[src/rtl/fifo_stream_reader.sv]
// Read-side engine for sync_fifo: issues read requests, captures the
// registered read data and re-presents it as a valid/ready stream.
module fifo_stream_reader #(
    parameter int p_DATA_WIDTH  = 8,
    parameter int p_LEVEL_WIDTH = 9,
    parameter int p_BUF_DEPTH   = 4
) (
    input  logic                             i_CLK,
    input  logic                             i_RST_N,
    input  logic [p_LEVEL_WIDTH-1:0]         i_FIFO_LEVEL,
    input  logic [p_DATA_WIDTH-1:0]          i_FIFO_DATA,
    output logic                             o_READ_REQUEST,
    input  logic                             i_FLUSH,
    output logic                             o_VALID,
    input  logic                             i_READY,
    output logic [p_DATA_WIDTH-1:0]          o_DATA,
    output logic [$clog2(p_BUF_DEPTH):0]     o_BUF_LEVEL
);

    localparam int c_PTR_W = $clog2(p_BUF_DEPTH);
    localparam int c_LVL_W = c_PTR_W + 1;
    localparam logic [c_LVL_W:0] c_DEPTH = (c_LVL_W + 1)'(p_BUF_DEPTH);

    logic [p_DATA_WIDTH-1:0] r_mem [p_BUF_DEPTH];
    logic [c_PTR_W-1:0]      r_wptr;
    logic [c_PTR_W-1:0]      r_rptr;
    logic [c_LVL_W-1:0]      r_level;
    logic                    r_inflight;

    logic                    w_capture;
    logic                    w_pop;
    logic [c_LVL_W:0]        w_committed;

    // Credit counts words held plus the one already requested.
    assign w_committed = {1'b0, r_level} + {{c_LVL_W{1'b0}}, r_inflight};

    assign o_READ_REQUEST = i_RST_N
                         && (i_FIFO_LEVEL != '0)
                         && !i_FLUSH
                         && (w_committed < c_DEPTH);

    assign w_capture   = r_inflight;
    assign o_VALID     = (r_level != '0);
    assign w_pop       = o_VALID && i_READY;
    assign o_DATA      = r_mem[r_rptr];
    assign o_BUF_LEVEL = r_level;

    always_ff @(posedge i_CLK or negedge i_RST_N) begin
        if (!i_RST_N) begin
            for (int i = 0; i < p_BUF_DEPTH; i++) begin
                r_mem[i] <= '0;
            end
            r_wptr     <= '0;
            r_rptr     <= '0;
            r_level    <= '0;
            r_inflight <= 1'b0;
        end else if (i_FLUSH) begin
            r_wptr     <= '0;
            r_rptr     <= '0;
            r_level    <= '0;
            r_inflight <= 1'b0;
        end else begin
            r_inflight <= o_READ_REQUEST;
            if (w_capture) begin
                r_mem[r_wptr] <= i_FIFO_DATA;
                r_wptr        <= r_wptr + 1'b1;
            end
            if (w_pop) begin
                r_rptr <= r_rptr + 1'b1;
            end
            if (w_capture && !w_pop) begin
                r_level <= r_level + 1'b1;
            end else if (!w_capture && w_pop) begin
                r_level <= r_level - 1'b1;
            end
        end
    end

endmodule

[config.mk]
export PLATFORM = sky130hd
export DESIGN_NAME = fifo_stream_reader
export DESIGN_NICKNAME = d
export VERILOG_FILES = /design/src/rtl/fifo_stream_reader.sv
export SDC_FILE = /design/constraint.sdc
export NUM_CORES = 1
export LEC_CHECK = 0
export ABC_AREA = 1
export CORE_AREA = 5 5 65 73
export CTS_CLUSTER_DIAMETER = 30
export DETAILED_ROUTE_END_ITERATION = 12
export DIE_AREA = 0 0 70 78
export GPL_TIMING_DRIVEN = 0
export PLACE_DENSITY = 0.77
export SYNTH_ARGS = -nofsm -noshare
export SYNTH_HDL_FRONTEND = slang
export SYNTH_SLANG_ARGS = --single-unit
[constraint.sdc]
create_clock -name i_CLK -period 2 [get_ports i_CLK]
set_input_delay 0.4 -clock i_CLK [delete_from_list [all_inputs] [get_ports i_CLK]]
set_output_delay 0.4 -clock i_CLK [all_outputs]
set_load 0.005 [all_outputs]
### Word level (Yosys, flattened, before mapping)

Cells that the tools add are included.

| word-level totals | value |
|---|---|
| register bits after elaboration | 40 |
| bits of input ports | 21 |
| output and inout bits | 13 |
| word-level logic and storage cells | 50 |

| cells by class | value |
|---|---|
| $add $sub $neg | 5 |
| $lt $le $gt $ge | 4 |
| mux-type cells | 14 |
| bitwise gates (word level) | 3 |
| reduce and logical (&&, ||, !) cells | 16 |

Operators with widths:

| operator | number |
|---|---|
| 32-bit bitwise mux | 1 |
| 8-bit 2-to-1 mux | 3 |
| 8-bit binary-select mux with 2-bit select | 1 |
| 8-bit demux with 2-bit select | 1 |
| 3-bit 2-to-1 mux | 3 |
| 9-bit nonzero test | 1 |
| 2-bit 2-to-1 mux | 4 |
| 1-bit logical AND | 7 |
| 3-bit greater-or-equal comparator (second input constant) | 2 |
| 2-bit inverter with 3-bit output | 2 |
| 3-bit nonzero test | 2 |
| 2-bit by 1-bit adder with 2-bit output (second input constant) | 2 |
| 3-bit by 1-bit adder with 4-bit output | 1 |
| 4-bit by 3-bit < comparator with 1-bit output (second input constant) | 1 |
| 2-bit nonzero test | 2 |
| 3-bit by 1-bit adder with 3-bit output (second input constant) | 1 |
| 1-bit logical NOT | 3 |
| 3-bit by 1-bit < comparator with 1-bit output (second input constant) | 1 |
| 3-bit by 1-bit subtractor with 3-bit output (second input constant) | 1 |
| 2-bit AND reduction | 1 |
| 1-bit 2-to-1 mux | 1 |
| 1-bit inverter | 1 |

### Logic depth before layout (Yosys ltp)

| depth | value |
|---|---|
| depth in word-level cells | 6 |
| mapped depth | 13 |
| mapped depth without buffers | 13 |

### Least setup slack after synthesis

Ideal clock, no wire load.

| path | value |
|---|---|
| path type | reg-to-reg |
| start | register r_level[2], in the netlist o_BUF_LEVEL[2] |
| end | register r_level[2], in the netlist o_BUF_LEVEL[2] |
| setup time | 0.066 ns |
| arrival time | 1.631 ns |
| data required time | 1.934 ns |
| path slack | 0.303 ns |
| cell stages (with the launch flop) | 14 |
| path buffers | 0 |
| clock period less this slack | 1.697 ns |
| cells stage by stage | dfrtp_1 inv_1 nand2_2 nand2_1 nand2_1 inv_1 fa_1 inv_1 nand2_1 nand2_1 nand3_1 nand2_1 nand2_1 nand2_1 |

| on the way | value |
|---|---|
| cells in the longest elaborated chain, start to end | 6 |
| elaborated cells on any way between the ends | 11 |
| classes of those cells | 2 x add/sub; 3 x mux; 6 x reduce/logical |

Ends and longest elaborated chain:

| element | RTL line | RTL |
|---|---|---|
| start: declaration | 27 | `logic [c_LVL_W-1:0] r_level;` |
| start signal: assignment | 72 | `r_level <= r_level + 1'b1;` |
| start signal: assignment | 74 | `r_level <= r_level - 1'b1;` |
| 3-bit nonzero test (*) | 43 | `assign o_VALID = (r_level != '0);` |
| named net o_VALID | 14 | `output logic o_VALID,` |
| 1-bit logical AND (*) | 44 | `assign w_pop = o_VALID && i_READY;` |
| 1-bit logical NOT | 71 | `if (w_capture && !w_pop) begin` |
| 1-bit logical AND | 71 |  |
| 3-bit 2-to-1 mux | 71 |  |
| 3-bit 2-to-1 mux | 57 | `end else if (i_FLUSH) begin` |

Mark *: on every way through the listed nets, which the timed path passes. The rest lies on a longest branch. The select of a mux whose other input is x is not followed.
A chain may end at the register's enable or synchronous reset.

### Worst setup path in the final report

| path | value |
|---|---|
| start | register r_rptr[0] |
| end | output port o_DATA[6] |

| on the way | value |
|---|---|
| cells in the longest elaborated chain, start to end | 4 |

Ends and longest elaborated chain:

| element | RTL line | RTL |
|---|---|---|
| start: declaration | 26 | `logic [c_PTR_W-1:0] r_rptr;` |
| start signal: assignment | 69 | `r_rptr <= r_rptr + 1'b1;` |
| 2-bit inverter with 3-bit output (implied by the code) | 45 | `assign o_DATA = r_mem[r_rptr];` |
| 8-bit binary-select mux with 2-bit select | 45 |  |
| 8-bit 2-to-1 mux (implied by the code) (2 in series) | 45 |  |
| end: declaration | 16 | `output logic [p_DATA_WIDTH-1:0] o_DATA,` |

Every way passes these cells. The select of a mux whose other input is x is not followed.

==> flow_summary_export.csv <==
group,metric,value,unit
run_status,outcome,"complete, no violations",
critical_path,r2r-start,"o_BUF_LEVEL[2]",
floorplan,rows,24,
sta,relSlewSlack,73.6,%
cells_and_area,drive_gt1_share,17.8,%
cells_and_area,nFillCells,349,
global_route,overflow,0,
power_and_ir_drop,vdd_ir_drop_max,0.670,mV
global_route,grt_pass1_vias,1688,
floorplan,ioPinCount,34,
placement,placed_cell_area,2390,µm²
min_path,hold_path.class,"in -> async",
cells_and_area,diodes,0,
critical_path,cp_max_fo,10,
yosys,synthDistinctLibCells,23,
clock_tree,clk_pin_slew,70,ps
yosys,synth_top_area_share,50.5,%
critical_path,cp.arrival,1540,ps
routing,ant_nets,0,
power_and_ir_drop,p_leak,1.28,nW
critical_path,reg2reg_to,"o_BUF_LEVEL[2]",
clock_tree,cts-htree-levels,2,
sta,fin_crit_sh,96.9,%
cells_and_area,seq_area,1000,µm²
placement,dp_hpwl,3.24,mm
clock_tree,cts.sinks,40,
routing,drtIter0Drc,119,
cells_and_area,finalInstanceArea,2560,µm²
sta,tns,0,ps
critical_path,worstRegToRegCells,13,
global_route,grt_antenna_before_repair,0,
floorplan,start_util,50.7,%
routing,viasPerCell,5.31,
power_and_ir_drop,p_total,2.88,mW
cells_and_area,fin_nets,300,
routing,drt_wl_total,4.68,mm
sta,maxSlewViolCount,0,
yosys,syn_area_per_cell,8.65,µm²
cells_and_area,fin_util,65.7,%
floorplan,die_area,5460,µm²
power_and_ir_drop,p_per_area,1120,nW/µm²
yosys,syn_inst,229,
clock_tree,cts-root-buf,"clkbuf_8",
job,drv_cap,0,
cells_and_area,fin_cells,327,
cells_and_area,areaGrowthSynthToFinish,29.4,%
floorplan,fp.dieH,78,µm
clock_tree,cts_buffer_depth,2,
routing,drc_errors,0,
placement,routabilityCongestion,0.870,
clock_tree,tritoncts.num_buffers,5,
sta,fin_crit,1940,ps
yosys,syn-cell-area,1980,µm²
yosys,yosysSeqAreaShare,50.5,%
critical_path,critPathRequiredTime,1600,ps
routing,wl_per_cell,14.3,µm
floorplan,coreArea,3900,µm²
cells_and_area,multi_input_area,878,µm²
routing,first_pass_iters,4,
global_route,grt_max_degree,34,
critical_path,end_kind,"output port",
yosys,synth-seq-cells,40,
global_route,grt_usage,18.3,%
clock_tree,cts_tree,"done",
yosys,ys_top_cells_by_area,"dfrtp_1 (51%), nand2_1 (9.9%), o21ai_1 (6.6%)",
critical_path,start_kind,"register",
sta,rsz0062_at_grt,"true",
sta,worstMarginPinSlew,396,ps
sta,finalSetupViolCount,0,
critical_path,timing_worst_setup_path_type,"reg -> out",
yosys,yosysTopAreaCell,"dfrtp_1",
sta,hold_viol,0,
placement,io_buffer_count,33,
global_route,grt_pass1_wl,7.96,mm
yosys,yosys_warnings,0,
critical_path,reg2reg_setup_slack,170,ps
floorplan,die_w,70,µm
sta,fmax,0.516,GHz
sta,worst_clock_skew,5.98,ps
placement,post-place-cells,315,
clock_tree,insertion_delay,290,ps
routing,dr_total_vias,1738,
yosys,syn_nets,255,
==> layout make-up <==
type | count | area share [%]
Buffer | 7 | 3.07
Clock buffer | 7 | 3.37
Clock inverter | 1 | 0.293
Inverter | 19 | 3.03
Multi-Input combinational cell | 162 | 34.3
Sequential cell | 40 | 39.0
Tap cell | 52 | 2.54
Timing Repair Buffer | 39 | 14.4
==> registers in the layout, summed over array words and instances, names as in the netlist <==
name and cells:
r_wptr 2, o_BUF_LEVEL 3, r_inflight 1, r_mem 32, r_rptr 2
==> critical path: stages (launching register included) <==
cell and delay, ps:
dfrtp_1 350, buf_6 130, clkinvlp_4 120, buf_6 160
o21ai_0 150, o22ai_1 80, dlygate4sd2_1 270
==> per-layer routing <==
metal / track usage (%) / vias to the layer above / share of wire, % / wire [µm]
li1: - / 854 / - / -
met1: 23.2 / 808 / 44 / 2040
met2: 31.2 / 66 / 48 / 2260
met3: 4.13 / 10 / 6.4 / 300
met4: 5.75 / 0 / 1.7 / 79
met5: 0 / - / 0 / 0
==> power breakdown <==
group          switching (mW)  leakage, nW  total (mW)  internal [mW]
Clock                   0.277       0.0445       0.557          0.280
Combinational           0.574        0.708        1.13          0.551
Sequential              0.160        0.532        1.20           1.04
==> Yosys cell counts <==
cell type	number
a21oi_1	1
o22ai_1	8
nand4_1	5
nor2_1	27
a22o_2	1
nor2_8	1
o21ai_2	6
o21ai_0	17
o21ai_1	26
inv_2	1
nand2_1	52
nand3_1	4
buf_2	2
buf_4	1
nand2_4	4
buf_6	4
inv_1	18
dfrtp_1	40
fa_1	1
ha_1	4
nand2_2	1
clkbuf_1	1
nor3_1	4
==> layout by cell type (no fill, tap or decap), drive strengths merged <==
| master | count |
|---|---|
| nor2 | 28 |
| nand3 | 4 |
| buf | 13 |
| dfrtp | 40 |
| clkinvlp | 2 |
| o21ai | 49 |
| clkbuf | 9 |
| dlymetal6s2s | 1 |
| dlygate4sd3 | 1 |
| nor3 | 4 |
| fa | 1 |
| ha | 4 |
| clkdlybuf4s50 | 22 |
| a21oi | 1 |
| nand2 | 57 |
| dlygate4sd2 | 7 |
| o22ai | 8 |
| inv | 18 |
| nand4 | 5 |
| a22o | 1 |
==> worst max path at each step <==
stage                        start             end  slack [ps]  depth (start not counted)
floorplan           o_BUF_LEVEL[2]  o_BUF_LEVEL[2]         300                         13
global placement           i_RST_N  o_READ_REQUEST       -1640                          4
detailed placement         i_FLUSH  o_READ_REQUEST        -520                          5
CTS                        i_FLUSH  o_READ_REQUEST        -170                          5
global route             r_rptr[0]       o_DATA[5]         -30                          6
finish                   r_rptr[0]       o_DATA[6]          60                          6
==> logic make-up (layout without fill, tap and decap cells) <==
kind of cell,count (synthesis),count (layout),share of synthesized area (%)
and+or+nand+nor,98,98,22.2
AOI/OAI and AO/OA,59,59,16.8
adders and majority gates,5,5,3.54
buffers and inverters,27,73,6.95
DFF,40,40,50.5
==> per-stage QoR <==
stage	hold slack [ps]	setup slack, ps
2_1_floorplan	104	303
3_3_place_gp	462	-1640
3_5_place_dp	269	-518
4_1_cts	93.2	-172
5_1_grt	111	-27.7
6_report	86.9	62.2
==> what timing repair did <==
action / 4_1_cts / 5_1_grt
gates resized for setup: 16 / 24
endpoints found under the hold margin: 7 / 0
buffers inserted: 3 / 1
setup endpoints to repair: 9 / 10
hold buffers: 1 / 0
No activity file was read; power rests on OpenSTA's default activity.
